`config.mk`:
```
export PLATFORM = sky130hd
export DESIGN_NAME = bwt_req_issue_queue
export DESIGN_NICKNAME = d
export VERILOG_FILES = /design/src/rtl/bwt_req_pkg.sv /design/src/rtl/bwt_req_fifo.sv /design/src/rtl/bwt_req_issue_queue.sv
export SDC_FILE = /design/constraint.sdc
export NUM_CORES = 2
export LEC_CHECK = 0
export CAP_MARGIN = 10
export CORE_ASPECT_RATIO = 1.75
export CORE_UTILIZATION = 40
export DETAILED_ROUTE_END_ITERATION = 8
export SLEW_MARGIN = 25
export SYNTH_ARGS = -nofsm -noshare
export SYNTH_HDL_FRONTEND = slang
export SYNTH_SLANG_ARGS = --single-unit
```
`constraint.sdc`:
```
create_clock -name clk -period 11.8 [get_ports clk]
set_clock_uncertainty 0.05 [all_clocks]
set_input_delay 1.77 -clock clk [delete_from_list [all_inputs] [get_ports clk]]
set_output_delay 1.77 -clock clk [all_outputs]
set_load 0.02 [all_outputs]
```
`src/rtl/bwt_req_pkg.sv`:
```
// Shared definitions for the BWT request issue queue: default widths, K/L tag
// encodings, issue FSM states and the buffered request-entry layout.
package bwt_req_pkg;

    localparam int ADDR_W_DEF         = 42;
    localparam int READ_NUM_WIDTH_DEF = 9;

    localparam logic [1:0] KL_K    = 2'b01;
    localparam logic [1:0] KL_L    = 2'b10;
    localparam logic [1:0] KL_BOTH = 2'b11;

    typedef enum logic [1:0] {
        IDLE   = 2'd0,
        SEND_K = 2'd1,
        SEND_L = 2'd2
    } state_t;

    typedef struct packed {
        logic [READ_NUM_WIDTH_DEF-1:0] read_num;
        logic [ADDR_W_DEF-1:0]         addr_k;
        logic [ADDR_W_DEF-1:0]         addr_l;
    } req_entry_t;

endpackage

```
`src/rtl/bwt_req_fifo.sv`:
```
// Synchronous FIFO with occupancy count; a push is accepted while full when a
// pop happens in the same cycle. Drops set a sticky overflow flag.
module bwt_req_fifo #(
    parameter int DEPTH = 16,
    parameter int WIDTH = 8,
    localparam int AW = $clog2(DEPTH),
    localparam int CW = AW + 1
) (
    input  logic             clk,
    input  logic             rst,
    input  logic             push_req,
    input  logic [WIDTH-1:0] wr_data,
    input  logic             pop,
    output logic [WIDTH-1:0] rd_data,
    output logic [WIDTH-1:0] rd_data_next,
    output logic [CW-1:0]    count,
    output logic [CW-1:0]    count_next,
    output logic             overflow_err
);

    logic [WIDTH-1:0] mem [DEPTH];
    logic [AW-1:0]    wr_ptr;
    logic [AW-1:0]    rd_ptr;
    logic             push;

    assign push = push_req && ((count != CW'(DEPTH)) || pop);

    always_comb begin
        count_next = count;
        case ({push, pop})
            2'b10:   count_next = count + CW'(1);
            2'b01:   count_next = count - CW'(1);
            default: count_next = count;
        endcase
    end

    assign rd_data = mem[rd_ptr];
    // The entry behind the head may still be on the write port when only one is stored.
    assign rd_data_next = (count > CW'(1)) ? mem[rd_ptr + AW'(1)] : wr_data;

    always_ff @(posedge clk) begin
        if (rst) begin
            wr_ptr       <= '0;
            rd_ptr       <= '0;
            count        <= '0;
            overflow_err <= 1'b0;
        end else begin
            if (push) wr_ptr <= wr_ptr + AW'(1);
            if (pop)  rd_ptr <= rd_ptr + AW'(1);
            count <= count_next;
            if (push_req && !push) overflow_err <= 1'b1;
        end
    end

    always_ff @(posedge clk) begin
        if (push) mem[wr_ptr] <= wr_data;
    end

endmodule

```
`src/rtl/bwt_req_issue_queue.sv`:
```
// Buffers CAL_KL requests and serialises each into K then L cache-line reads.
// Define BWT_REQ_MERGE_SAME_LINE_EN to issue a single KL_BOTH read when addr_k == addr_l.
module bwt_req_issue_queue
    import bwt_req_pkg::*;
#(
    parameter int DEPTH          = 16,
    parameter int ADDR_W         = ADDR_W_DEF,
    parameter int READ_NUM_WIDTH = READ_NUM_WIDTH_DEF,
    parameter int STALL_MARGIN   = 6
) (
    input  logic                        clk,
    input  logic                        rst,
    input  logic                        request_valid,
    input  logic [ADDR_W-1:0]           addr_k,
    input  logic [ADDR_W-1:0]           addr_l,
    input  logic [READ_NUM_WIDTH-1:0]   read_num,
    output logic                        stall_out,
    output logic                        mem_req_valid,
    input  logic                        mem_req_ready,
    output logic [ADDR_W-1:0]           mem_req_addr,
    output logic [READ_NUM_WIDTH+1:0]   mem_req_tag,
    output logic [$clog2(DEPTH):0]      fill_level,
    output logic                        overflow_err
);

    localparam int CW = $clog2(DEPTH) + 1;
    localparam int EW = READ_NUM_WIDTH + 2 * ADDR_W;
    localparam logic [31:0] DEPTH_U  = 32'(DEPTH);
    localparam logic [31:0] MARGIN_U = 32'(STALL_MARGIN);

    // mem_req_valid/ready: a beat transfers on a cycle where both are high; while
    // valid is high and ready is low, addr and tag hold, and valid only drops
    // after a transfer (or on rst).

    state_t state;
    state_t next_state;

    logic [EW-1:0] wr_data, head, head_next;
    logic [CW-1:0] count, count_next;
    logic          pop;

    logic [READ_NUM_WIDTH-1:0] head_rn, next_rn;
    logic [ADDR_W-1:0]         head_k, head_l, next_k;
    logic                      head_merge, next_merge;

    logic                      load;
    logic                      clear_valid;
    logic [ADDR_W-1:0]         load_addr;
    logic [1:0]                load_kl;
    logic [READ_NUM_WIDTH-1:0] load_rn;

    assign wr_data = {read_num, addr_k, addr_l};

    bwt_req_fifo #(
        .DEPTH (DEPTH),
        .WIDTH (EW)
    ) u_fifo (
        .clk          (clk),
        .rst          (rst),
        .push_req     (request_valid),
        .wr_data      (wr_data),
        .pop          (pop),
        .rd_data      (head),
        .rd_data_next (head_next),
        .count        (count),
        .count_next   (count_next),
        .overflow_err (overflow_err)
    );

    assign head_rn = head[EW-1 -: READ_NUM_WIDTH];
    assign head_k  = head[2*ADDR_W-1 -: ADDR_W];
    assign head_l  = head[ADDR_W-1:0];
    assign next_rn = head_next[EW-1 -: READ_NUM_WIDTH];
    assign next_k  = head_next[2*ADDR_W-1 -: ADDR_W];

`ifdef BWT_REQ_MERGE_SAME_LINE_EN
    assign head_merge = (head_k == head_l);
    assign next_merge = (next_k == head_next[ADDR_W-1:0]);
`else
    assign head_merge = 1'b0;
    assign next_merge = 1'b0;
`endif

    // A merged entry goes straight to SEND_L: its single handshake pops it.
    always_comb begin
        next_state  = state;
        pop         = 1'b0;
        load        = 1'b0;
        clear_valid = 1'b0;
        load_addr   = '0;
        load_kl     = KL_K;
        load_rn     = '0;
        case (state)
            IDLE: begin
                if (count != '0) begin
                    load       = 1'b1;
                    load_rn    = head_rn;
                    load_addr  = head_k;
                    load_kl    = head_merge ? KL_BOTH : KL_K;
                    next_state = head_merge ? SEND_L : SEND_K;
                end
            end
            SEND_K: begin
                if (mem_req_ready) begin
                    load       = 1'b1;
                    load_rn    = head_rn;
                    load_addr  = head_l;
                    load_kl    = KL_L;
                    next_state = SEND_L;
                end
            end
            SEND_L: begin
                if (mem_req_ready) begin
                    pop = 1'b1;
                    // A push is always accepted alongside a pop, so it counts as a next entry.
                    if ((count > CW'(1)) || request_valid) begin
                        load       = 1'b1;
                        load_rn    = next_rn;
                        load_addr  = next_k;
                        load_kl    = next_merge ? KL_BOTH : KL_K;
                        next_state = next_merge ? SEND_L : SEND_K;
                    end else begin
                        clear_valid = 1'b1;
                        next_state  = IDLE;
                    end
                end
            end
            default: next_state = IDLE;
        endcase
    end

    always_ff @(posedge clk) begin
        if (rst) begin
            state         <= IDLE;
            mem_req_valid <= 1'b0;
            mem_req_addr  <= '0;
            mem_req_tag   <= '0;
            stall_out     <= 1'b0;
        end else begin
            state <= next_state;
            if (load) begin
                mem_req_valid <= 1'b1;
                mem_req_addr  <= load_addr;
                mem_req_tag   <= {load_rn, load_kl};
            end else if (clear_valid) begin
                mem_req_valid <= 1'b0;
            end
            stall_out <= (DEPTH_U - 32'(count_next)) <= MARGIN_U;
        end
    end

    assign fill_level = count;

endmodule
```
; Yosys cells after proc, flatten, opt, wreduce, memory -nomap -nowiden
; Memory sizes are Yosys's and may differ from the RTL's. A register that Yosys moved wholly into a read port is not among the register bits.
; Cells that the tools add are included.
[totals]
romBits = 0
wordCells = 68
n_memories = 1
register_bits = 71
mem_bits_rw = 1488
latchBits = 0
[classes]
bitwise = 0
shift = 0
mul = 0
order_cmp = 2
div = 0
n_eq_ne = 8
n_reduce_logical = 9
mux = 34
add_sub_neg = 5
[mem_list]
columns = memory, depth, word_bits, rd, rd_clocked_by_memory_dff, wr, line_no
row1 = u_fifo.mem, 16, 93, 2, 1, 1, bwt_req_fifo.sv:21  ; logic [WIDTH-1:0] mem [DEPTH];
[op_table]
columns = op, count
row1 = 42-bit two-way mux, 4
row2 = 42-bit case mux with 3 select lines, 1
row3 = 93-bit two-way mux, 1
row4 = 9-bit two-way mux, 4
row5 = 32-bit by 3-bit less-or-equal comparator with 1-bit output (second input constant), 1
row6 = 9-bit case mux with 3 select lines, 1
row7 = 1-bit two-way mux, 13
row8 = 2-bit two-way mux, 5
row9 = 5-bit case mux with 2 select lines, 1
row10 = 4-bit by 1-bit adder with 4-bit output (second input constant), 2
row11 = 4-bit two-way mux, 2
row12 = 2-bit inequality test (second input constant), 3
row13 = 2-bit case mux with 3 select lines, 1
row14 = 5-bit by 5-bit subtractor with 6-bit output (first input constant), 1
row15 = 5-bit by 1-bit adder with 5-bit output (second input constant), 1
row16 = 5-bit by 1-bit greater-than comparator with 1-bit output (second input constant), 1
row17 = 5-bit inequality test (second input constant), 1
row18 = 5-bit nonzero test, 1
row19 = 5-bit by 1-bit subtractor with 5-bit output (second input constant), 1
row20 = 2-bit by 1-bit == test with 1-bit output (second input constant), 2
row21 = 2-bit == test (second input constant), 2
row22 = 1-bit case mux with 3 select lines, 1
row23 = 3-bit AND reduction, 1
row24 = 1-bit logical AND, 2
row25 = 4 further kinds, 5

; Logic depth before layout (Yosys ltp)
[logic_depth]
word_depth = 8
ltp_mapped = 14
depth_no_buf = 12

; By module
; A second synthesis with hierarchy kept.
[hier_totals]
cells_unflattened = 3394
area_unflattened_um2 = 71891.4
[by_module_without_submodules]
columns = module, seq_area_each_um2, area_per_inst_um2, cells_per_inst, instances
row1 = bwt_req_fifo, 45043.2, 68725.9, 3065, 1
row2 = bwt_req_issue_queue, 1141.1, 3165.5, 329, 1

; Least setup slack after synthesis
; No wires, ideal clock.
[synth_path]
path_kind = input port to flip-flop
startpoint = in mem_req_ready
endpoint = mem u_fifo.mem[3][0] in the netlist's numbering (enable)
setup_slack_ns = 1.995
t_arrival_ns = 9.096
required_time_ns = 11.091
stages = 7
n_path_buf = 1
path_cell_list = nand2_2 > nor2_4 > inv_2 > buf_4 > a31oi_2 > nand2_1 > nor3_1
[synth_between]
elab_chain_len = 6
[synth_rtl]
columns = item, line_no
row1 = from (decl), bwt_req_issue_queue.sv:19  ; input logic mem_req_ready,
row2 = 1-bit two-way mux, bwt_req_issue_queue.sv:113  ; if (mem_req_ready) begin
row3 = 1-bit two-way mux, bwt_req_issue_queue.sv:93  ; case (state)
row4 = 1-bit logical OR, bwt_req_fifo.sv:26  ; assign push = push_req && ((count != CW'(DEPTH)) || pop);
row5 = 1-bit logical AND, bwt_req_fifo.sv:26
row6 = net u_fifo.push, bwt_req_fifo.sv:24  ; logic push;
row7 = 1-bit two-way mux, bwt_req_fifo.sv:56  ; if (push) mem[wr_ptr] <= wr_data;
row8 = 1-bit two-way mux (not written as such), bwt_req_fifo.sv:56
row9 = to (decl), bwt_req_fifo.sv:21
; The timed path passes the listed nets, and every way through them passes these cells.

; Final worst setup path
[layout_path]
startpoint = in mem_req_ready
endpoint = mem u_fifo.mem[13][38] in the netlist's numbering (enable)
; The elaborated chain is that of the path after synthesis.

==> out/summary.txt <==
chip height = 540 microns
Synth warnings = 0
category of the most critical setup path = in2reg
cell taking the most area after synthesis = edfxtp_1
Post-Synth Simple-Gate Area = 3.01%
fraction of the yosys area taken by sequential cells = 69.8%
maximum achievable frequency = 170 MHz
Adder-Cell Fraction of Synth Area = 0.208%
ys async rst share = 0%
critical path peak fanout = 40
data arrival time at the worst-slack endpoint = 6.23 ns
final number of setup-violating endpoints = 0
drt total wl = 188 mm
count of maximum capacitance violations = 0
width of the chip = 310 microns
number of enable-type register cells in the synthesized netlist = 1,488
maximum level of the CTS H-tree = 4
Static Leak = 22.2 nW
data required time of the worst path = 12.14 ns
cell count after synthesis = 3,361
Multi-input gate area = 0.0189 sq mm
largest family of logic cells by synthesized area = multiplexers
antenna-violating nets left = 0
headroom to the max-slew limit = 29.9%
min Tclk post-route = 5.89 ns
vias per inst = 6.08
largest net degree at the start of global routing = 126
clock transition time at the flip-flop clock pins of the worst setup and hold paths = 0.07 ns
final hold vios = 0
drt first pass iters = 5
CP startpoint kind = input pin
share of Yosys cell area claimed by the top area cell type = 67.5%
register bit count reported by yosys = 1,563
total number of nets in the final design = 3,620
average wire length per cell after detail routing = 32.4 microns
power density relative to cell area = 156 mW/mm^2
number of clock sinks seen by CTS = 1,563
fraction of final layout cells sized beyond drive strength 1 = 25.8%
post-synthesis net count = 3,469
XOR/XNOR Fraction of Synth Area = 0.146%
number of global-route vias before repair = 37,100
total of hold buffers inserted after clock tree synthesis = 0
area occupied by registers = 0.0462 sq mm
multiplexer fraction of the synthesized cell area = 20.6%
number of resized instances in the post-cts repair step = 0
number of standard-cell rows in the floorplan = 197
final weighted congestion of routability-driven global placement = 0.787
gr ovfl total = 0
Detailed Place HPWL = 106 mm
DR vias = 35,400
DRT iter0 DRCs = 3,215
leading post-synthesis cells by instance count = edfxtp_1, mux4_2, nand2_1
insertion delay of the later-clocked pin in the worst-skew pair = 0.79 ns
post-synthesis average cell area = 19.7 sq um
Core ar. = 0.164 sq mm
slew at the pin closest to its max-slew limit = 1.05 ns
initial antenna violation count = 19
remaining routing DRC violations = 0
starting density of the core = 40.3%
Compound-Gate Fraction of Synth Area = 4.28%
wire length of the first global-routing pass = 269 mm
buffers from clock root to sink, at most = 4
most frequently used cell type in the post-synthesis netlist = edfxtp_1
number of max-slew violations in the final report = 0
area of the die = 0.167 sq mm
CTS tree = done
Port-buffer cells = 157
worst min path class = reg2reg
final core utilization = 45.6%
unrepaired setup endpoints after global routing = no
largest voltage drop on the vdd net = 0.0974 mV
library cell used as clock root buffer = clkbuf_16
Critical Path End Type = flop
run status = completed
number of primary I/O pins = 158
Setup Buffers After CTS = 0
number of distinct standard cells referenced by the synthesized netlist = 63
Area Growth Syn to Fin = 13.1%
sum of negative setup slack = 0 ns
Tot GR Track Use = 22.6%
most common flop cell mapped by yosys = edfxtp_1
summed instance area of the synthesized netlist = 0.0662 sq mm
total clock buffers created by CTS = 147
number of filler cells placed in the layout = 13,900
Area contributors post-synth = edfxtp_1, mux4_2, dfxtp_1
period utilisation layout = 49.9%
-- metrics by stage --
step                area, sq um  worst slack, ns  total power, mW  hold slack, ns  cells
floorplan                 66200             1.99             6.69           0.429   3361
global placement          70200             5.12             7.05           0.433   5551
detailed placement        70200             5.08             7.06           0.438   5552
CTS                       74900             5.89             11.8           0.447   5803
global route              74900             5.70             12.0           0.453   5806
finish                    74900             5.91             11.7           0.430   5810
-- flip-flops by register name, summed over array words and instances, names as in the netlist, named ones only --
register / cells
mem_req_addr: 42
mem_req_tag: 11
mem_req_valid: 1
stall_out: 1
state: 2
u_fifo.count: 5
u_fifo.mem: 1488
u_fifo.overflow_err: 1
u_fifo.rd_ptr: 4
u_fifo.wr_ptr: 4
-- area by class of cell --
class / count / area share, %
Timing Repair Buffer: 240 / 3.10
Sequential cell: 1563 / 61.7
Multi-Input combinational cell: 1549 / 25.2
Antenna cell: 7 / 0.0234
Inverter: 11 / 0.0551
Clock inverter: 72 / 1.00
Clock buffer: 179 / 5.24
Tap cell: 2189 / 3.66
-- cell usage in the layout, fill, tap and decap left out, types with 9 or more instances in the layout --
cell | Yosys | layout
a21oi_1 | 184 | 184
a311oi_1 | 10 | 10
clkinv_1 | 0 | 29
clkbuf_1 | 42 | 24
mux2i_1 | 44 | 44
a2111oi_0 | 10 | 9
inv_1 | 10 | 9
nor2_4 | 1 | 15
nor4_1 | 29 | 29
mux4_2 | 578 | 578
nand2_1 | 257 | 256
o22ai_1 | 23 | 23
clkbuf_16 | 0 | 151
ha_1 | 11 | 10
edfxtp_1 | 1488 | 1488
buf_12 | 0 | 9
bufinv_16 | 0 | 16
dfxtp_1 | 75 | 70
a22o_1 | 10 | 10
clkinv_2 | 0 | 19
a211oi_1 | 44 | 44
clkdlybuf4s50_1 | 0 | 156
a22oi_1 | 118 | 118
mux2_2 | 14 | 14
nor2_1 | 114 | 100
buf_4 | 51 | 74
nand3_1 | 11 | 10
-- path summary, 6_finish.rpt --
path / endpoint / slack [ns] / cells after the start / from
min: mem_req_tag[2] / 0.43 / 2 / mem_req_tag[2]
min reg2reg: mem_req_tag[2] / 0.43 / 2 / mem_req_tag[2]
max: u_fifo.mem[13][38] / 5.91 / 9 / mem_req_ready
max reg2reg: mem_req_addr[12] / 7.12 / 8 / u_fifo.rd_ptr[0]
-- report_power, final --
part	total, mW	internal [mW]	switching (mW)
sequential	6.24	6.17	0.0693
combinational	0.694	0.265	0.429
clock	4.73	2.71	2.02
-- layer usage --
| layer | share of wire [%] | vias to the layer above | GRT usage, % |
|---|---|---|---|
| li1 | - | 14400 | - |
| met1 | 36 | 19000 | 27.0 |
| met2 | 53 | 1484 | 40.0 |
| met3 | 6.1 | 416 | 3.40 |
| met4 | 4.7 | 16 | 9.90 |
| met5 | 0.057 | - | 0 |
-- kinds of logic (layout without fill, tap and decap cells) --
| kind of cell | Yosys count | after routing |
|---|---|---|
| fa+ha+maj | 11 | 11 |
| mux | 636 | 636 |
| simple gates | 461 | 461 |
| xor+xnor | 8 | 8 |
| compound gates | 433 | 433 |
| buf+inv | 249 | 502 |
| flops | 1563 | 1563 |
| other cells | 0 | 7 |
-- critical path, cell delays in order --
cell	delay (ns)
clkdlybuf4s50_1	0.71
nand2_2	0.14
nor2_4	0.18
inv_2	0.18
a31oi_2	0.53
nand2_1	0.34
nor2_4	0.83
buf_4	0.72
buf_4	0.73
(Power assumes the default switching activity.)
